<file path="src/rtl/fetch_pc_unit.sv">
// Fetch-stage PC sequencer: sequential, relative-branch and absolute-jump next-PC selection with start/done handshake.
// Latency: every output is a flop; an input is reflected on the outputs one clock edge later.
// Backpressure: stall holds the PC for one cycle; in RUN the cycle counter advances on every edge regardless.
module fetch_pc_unit #(
    parameter int                  PC_WIDTH     = 10,
    parameter int                  OFFSET_WIDTH = 8,
    parameter logic [PC_WIDTH-1:0] START_ADDR   = '0,
    parameter int                  COUNT_WIDTH  = 16
) (
    input  logic                    clk,
    input  logic                    reset_n,
    input  logic                    start,
    input  logic                    stall,
    input  logic                    halt,
    input  logic                    branch_taken,
    input  logic [OFFSET_WIDTH-1:0] branch_offset,
    input  logic                    jump,
    input  logic [PC_WIDTH-1:0]     jump_target,
    output logic [PC_WIDTH-1:0]     pc,
    output logic                    running,
    output logic                    done,
    output logic [COUNT_WIDTH-1:0]  cycle_count
);

    localparam logic [1:0] S_IDLE = 2'd0;
    localparam logic [1:0] S_RUN  = 2'd1;
    localparam logic [1:0] S_DONE = 2'd2;

    logic [1:0]             state;
    logic [PC_WIDTH-1:0]    offset_ext;
    logic [PC_WIDTH-1:0]    pc_next;
    logic [COUNT_WIDTH-1:0] count_next;

    // Offset is sign-extended first so the add wraps modulo 2^PC_WIDTH in both directions.
    assign offset_ext = PC_WIDTH'(signed'(branch_offset));

    always_comb begin
        pc_next = pc + PC_WIDTH'(1);
        if (halt || stall) begin
            pc_next = pc;
        end else if (jump) begin
            pc_next = jump_target;
        end else if (branch_taken) begin
            pc_next = pc + offset_ext;
        end
    end

    assign count_next = (cycle_count == {COUNT_WIDTH{1'b1}}) ? cycle_count
                                                              : cycle_count + COUNT_WIDTH'(1);

    always_ff @(posedge clk) begin
        if (!reset_n) begin
            state       <= S_IDLE;
            pc          <= START_ADDR;
            cycle_count <= '0;
        end else begin
            case (state)
                S_IDLE, S_DONE: begin
                    if (start) begin
                        state       <= S_RUN;
                        pc          <= START_ADDR;
                        cycle_count <= '0;
                    end
                end
                S_RUN: begin
                    pc          <= pc_next;
                    cycle_count <= count_next;
                    if (halt) begin
                        state <= S_DONE;
                    end
                end
                default: begin
                    state <= S_IDLE;
                end
            endcase
        end
    end

    assign running = (state == S_RUN);
    assign done    = (state == S_DONE);

endmodule

</file>
<file path="config.mk">
export PLATFORM = sky130hd
export DESIGN_NAME = fetch_pc_unit
export DESIGN_NICKNAME = d
export VERILOG_FILES = /design/src/rtl/fetch_pc_unit.sv
export SDC_FILE = /design/constraint.sdc
export NUM_CORES = 1
export LEC_CHECK = 0
export ABC_AREA = 1
export CORE_MARGIN = 1
export CORE_UTILIZATION = 49
export DETAILED_ROUTE_END_ITERATION = 10
export HOLD_SLACK_MARGIN = 0.03
export PLACE_DENSITY = 0.85
export SYNTH_ARGS = -nofsm -noshare
export SYNTH_HDL_FRONTEND = slang
export SYNTH_SLANG_ARGS = --single-unit
</file>
<file path="constraint.sdc">
create_clock -name clk -period 2.65 [get_ports clk]
set_input_delay 0.53 -clock clk [delete_from_list [all_inputs] [get_ports clk]]
set_output_delay 0.53 -clock clk [all_outputs]
set_load 0.02 [all_outputs]
</file>
# Word-level counts from Yosys, hierarchy flattened
# Cells that the tools add are included.
[word_totals] output_inout_bits=28 word_cells=31 register_bits=28
[op_classes] mux=11 n_addsub=3 n_reduce_logical=7 eq_ne=7
[ops] cell="$mux 10" n=4
[ops] cell="$mux 16" n=2
[ops] cell="$pmux 16 s2" n=1
[ops] cell="$pmux 10 s2" n=1
[ops] cell="$add 16x1->16 const B" n=1
[ops] cell="$eq 16x16->1 const B" n=1
[ops] cell="$add 10x1->10 const B" n=1
[ops] cell="$add 10x10->10" n=1
[ops] cell="$ne 2x2->1 const B" n=4
[ops] cell="$reduce_and 3->1" n=2
[ops] cell="$mux 2" n=2
[ops] cell="$pmux 2 s2" n=1
[ops] cell="$eq 2x1->1 const B" n=1
[ops] cell="$eq 2x2->1 const B" n=1
[ops] cell="$logic_not 2->1" n=1
[ops] cell="$reduce_and 2->1" n=1
[ops] cell="$reduce_bool 2->1" n=1
[ops] cell="$reduce_or 2->1" n=1
[ops] cell="$logic_or 1x1->1" n=1

# Logic depth before layout (Yosys ltp)
[logic_depth] word_depth=5 depth_mapped=14 mapped_depth_nobuf=13

# Worst setup path before layout
# No wires, ideal clock.
[synth_path] kind="input to register" start="in branch_taken" end="reg pc[4]" stages=9 arrival_time_ns=1.936 required_ns=2.518 path_slack_ns=0.581 path_buffers=1 setup_time_ns=0.132 path_cell_list="clkbuf_1 > nand2_1 > ha_1 > fa_1 > nand3_1 > nand2_1 > xor2_1 > o21ai_0 > a21oi_1"
[synth_via] elab_chain_len=4
[synth_rtl] item="start: declaration" line="15" source="input logic branch_taken,"
[synth_rtl] item="$mux 10" line="43" source="end else if (branch_taken) begin"
[synth_rtl] item="$mux 10" line="41" source="end else if (jump) begin"
[synth_rtl] item="$mux 10" line="39" source="if (halt || stall) begin"
[synth_rtl] item="$pmux 10 s2" line="57" source="case (state)"
[synth_rtl] item="end signal: assignment" line="66" source="pc <= pc_next;"
[synth_rtl] item="end: declaration" line="19" source="output logic [PC_WIDTH-1:0] pc,"
# Every way passes these cells. The select of a mux whose other input is x is not followed.
# A chain may end at the register's enable or synchronous reset.

# Worst setup path after layout
[layout_path] start="in branch_taken" end="reg pc[9]"
# The elaborated chain is that of the path after synthesis.

==> impl_metrics.json <==
{
  "outcome": "complete, no violations",
  "syn_area_sq_um": 2030,
  "diodes": 0,
  "vias": 2258,
  "layout_min_cycle_time_ps": 2290,
  "post_cts_resized": 0,
  "synthSimpleGateAreaFrac_pct": 41.6,
  "htree_num_levels": 1,
  "die_w_microns": 66.3,
  "p_int_mw": 0.729,
  "hpwlAfterDp_microns": 3940,
  "cts_buffers": 3,
  "reg2reg_from": "cycle_count[0]",
  "core_sq_um": 3970,
  "synth_warnings": 0,
  "tightest_slew_ps": 482,
  "cp_max_fo": 7,
  "p_sw_mw": 0.276,
  "instances_no_fill": 431,
  "hold_buffers": 0,
  "combPwrFrac_pct": 21.4,
  "drt-total-wl_microns": 5290,
  "hold_depth": 2,
  "total_power_mw": 1.01,
  "crit_path_end_kind": "flop",
  "hold_class": "reg -> reg",
  "critical_path.cell_chain": "clkdlybuf4s50_1, buf_4, nand2_1, inv_1, ha_1, nand2_1, nor2_1, nand3_1, nand3_1, nand2_1, nand3_1, nand2_1, a21oi_1",
  "rsz0062_at_grt": "false",
  "setup_tns_ps": 0,
  "final_area_sq_um": 2680,
  "start_util_pct": 51.0,
  "r2r_slack_ps": 720,
  "muxShareOfSynthArea_pct": 0,
  "postSynth.asyncResetShare_pct": 0,
  "syn_to_final_growth_pct": 32.5,
  "final_util_pct": 67.6,
  "synth_nets": 362,
  "post_drt_wl_per_cell_microns": 12.3,
  "route.detailed.drc": 0,
  "p_seq_share_pct": 43.9,
  "cellLeakagePower_nw": 1.20,
  "skew_ps": 2.52,
  "crit_top_cell": "nand2_1",
  "cp.required_ps": 2870,
  "die_y_microns": 66.3,
  "synth_top_family_by_area": "simple AND/OR/NAND/NOR gates",
  "cp_slowest_cell": "clkdlybuf4s50_1",
  "cts_tree": "built",
  "antenna_found_initial": 0,
  "max_slew_margin_pct": 67.8,
  "cts_sinks": 28,
  "routed_via_density": 5.24,
  "fmax_mhz": 438,
  "worstPathArrival_ps": 2510,
  "synth-edff-count": 0,
  "ant_nets": 0,
  "drive_gt1_share_pct": 5.77,
  "synth-compound-area-share_pct": 11.7,
  "maxSlewViolCount": 0,
  "synth_flop_cell": "dfxtp_1",
  "drt_iter0_drc": 204,
  "gp_congestion": 0.919,
  "final-setup-viol-count": 0,
  "track_usage_pct": 25.1,
  "clk_pin_slew_worst_paths_ps": 100,
  "yosysUniqueCellTypes": 30,
  "clk_latency_ps": 280,
  "ir_drop_mv": 0.304,
  "synthXorXnorAreaFrac_pct": 3.03,
  "die_area_sq_um": 4400,
  "num_rows": 23,
  "finalNetCount": 418,
  "hp-start": "pc[8]",
  "avgSynthCellArea_sq_um": 6.21,
  "grt_pass1_vias": 1939,
  "synth_adder_area_share_pct": 7.16,
  "clkPwrFrac_pct": 34.7,
  "clockBufferDepth": 2,
  "fin_crit_sh_pct": 86.2,
  "place_area_sq_um": 2610,
  "hold_end": "pc[8]",
  "ys_seq_area_share_pct": 27.7,
  "worst-setup-path-type": "in -> reg",
  "portBuffers": 52,
  "synthCells": 326,
  "dp_cells": 427,
  "max_cap_violations": 0,
  "mostFrequentLayoutCell": "nand2_1",
  "root_buffer": "clkbuf_8",
  "start_kind": "input pin",
  "sw_frac_of_total_pct": 27.5,
  "hold_viol": 0,
  "reg2reg_depth": 8,
  "rr_endpoint": "cycle_count[15]",
  "slowest_delay_ps": 430,
  "grt_remaining_overflow": 0,
  "cts_setup_buffers": 0,
  "drt_first_pass_iters": 4,
  "power_density_nw_per_um2": 375,
  "ios": 53,
  "grt_max_degree": 19,
  "grt_first_pass_wirelength_microns": 8600,
  "layout_common_cells": "nand2_1, nor2_1, clkdlybuf4s50_1",
  "synth-seq-cells": 28
}
worst max-delay path, delay by kind of cell:
family	cells	cell delay [ps]
AO/OA/AOI/OAI	1	110
adder cells (fa/ha/maj)	1	350
buffers and inverters	3	680
AND/OR/NAND/NOR	8	830
Yosys cell counts (all sizes together) (3+ instances only):
library cell | count | share of area (%)
a21oi | 32 | 8.5
dfxtp | 28 | 28
inv | 40 | 7.4
nor3 | 3 | 1.3
nand4 | 7 | 2.9
o21ai | 10 | 2.5
nor2 | 58 | 11
nand2 | 88 | 17
xor2 | 5 | 2.2
nand3 | 30 | 7.4
clkbuf | 3 | 0.56
ha | 10 | 6.2
or2 | 3 | 0.93
through the flow:
| step | hold WS (ps) | worst slack [ps] |
|---|---|---|
| 5_1_grt | 509 | 202 |
| 2_1_floorplan | 490 | 581 |
| 6_report | 497 | 365 |
| 3_3_place_gp | 476 | 147 |
| 3_5_place_dp | 479 | 160 |
| 4_1_cts | 497 | 403 |
area by class of cell:
class | instances | area [sq um]
Timing Repair Buffer | 56 | 551
Sequential cell | 28 | 561
Clock buffer | 3 | 41.3
Clock inverter | 1 | 30.0
Tap cell | 50 | 62.6
Inverter | 41 | 154
Fill cell | 337 | 1290
Multi-Input combinational cell | 252 | 1280
cell families (layout without fill, tap and decap cells):
kind of cell,after synthesis,after routing
xor gates and xnor gates,7,7
buffers and inverters,46,101
adders and majority gates,11,11
AOI/OAI and AO/OA,44,44
and+or+nand+nor,190,190
DFF,28,28
flip-flops by register name, summed over array words and instances, names as in the netlist:
| signal | flops |
|---|---|
| cycle_count | 16 |
| pc | 10 |
| state | 2 |
power groups by stage:
stage                     logic [mW]  clock network (mW)  registers [mW]
after global placement         0.208                   0           0.450
after floorplan                0.115                   0           0.459
final                          0.215               0.349           0.441
after detailed placement       0.212                   0           0.450
after CTS                      0.214               0.358           0.441
after global routing           0.237               0.372           0.443
worst max-delay path by stage:
stage	startpoint	to	cells after the start
2_1_floorplan	branch_taken	pc[4]	9
3_3_place_gp	branch_taken	pc[9]	12
3_5_place_dp	branch_taken	pc[5]	11
4_1_cts	branch_taken	pc[9]	13
5_1_grt	branch_taken	pc[9]	13
6_report	branch_taken	pc[9]	13
layer usage:
layer	GRT usage, %	wire, microns	part of all wire, %
met5	0	0	0
met2	38.6	2380	45
met1	36.1	2500	47
met4	8.24	52	0.98
met3	2.59	362	6.8
No activity file was read; power rests on OpenSTA's default activity.
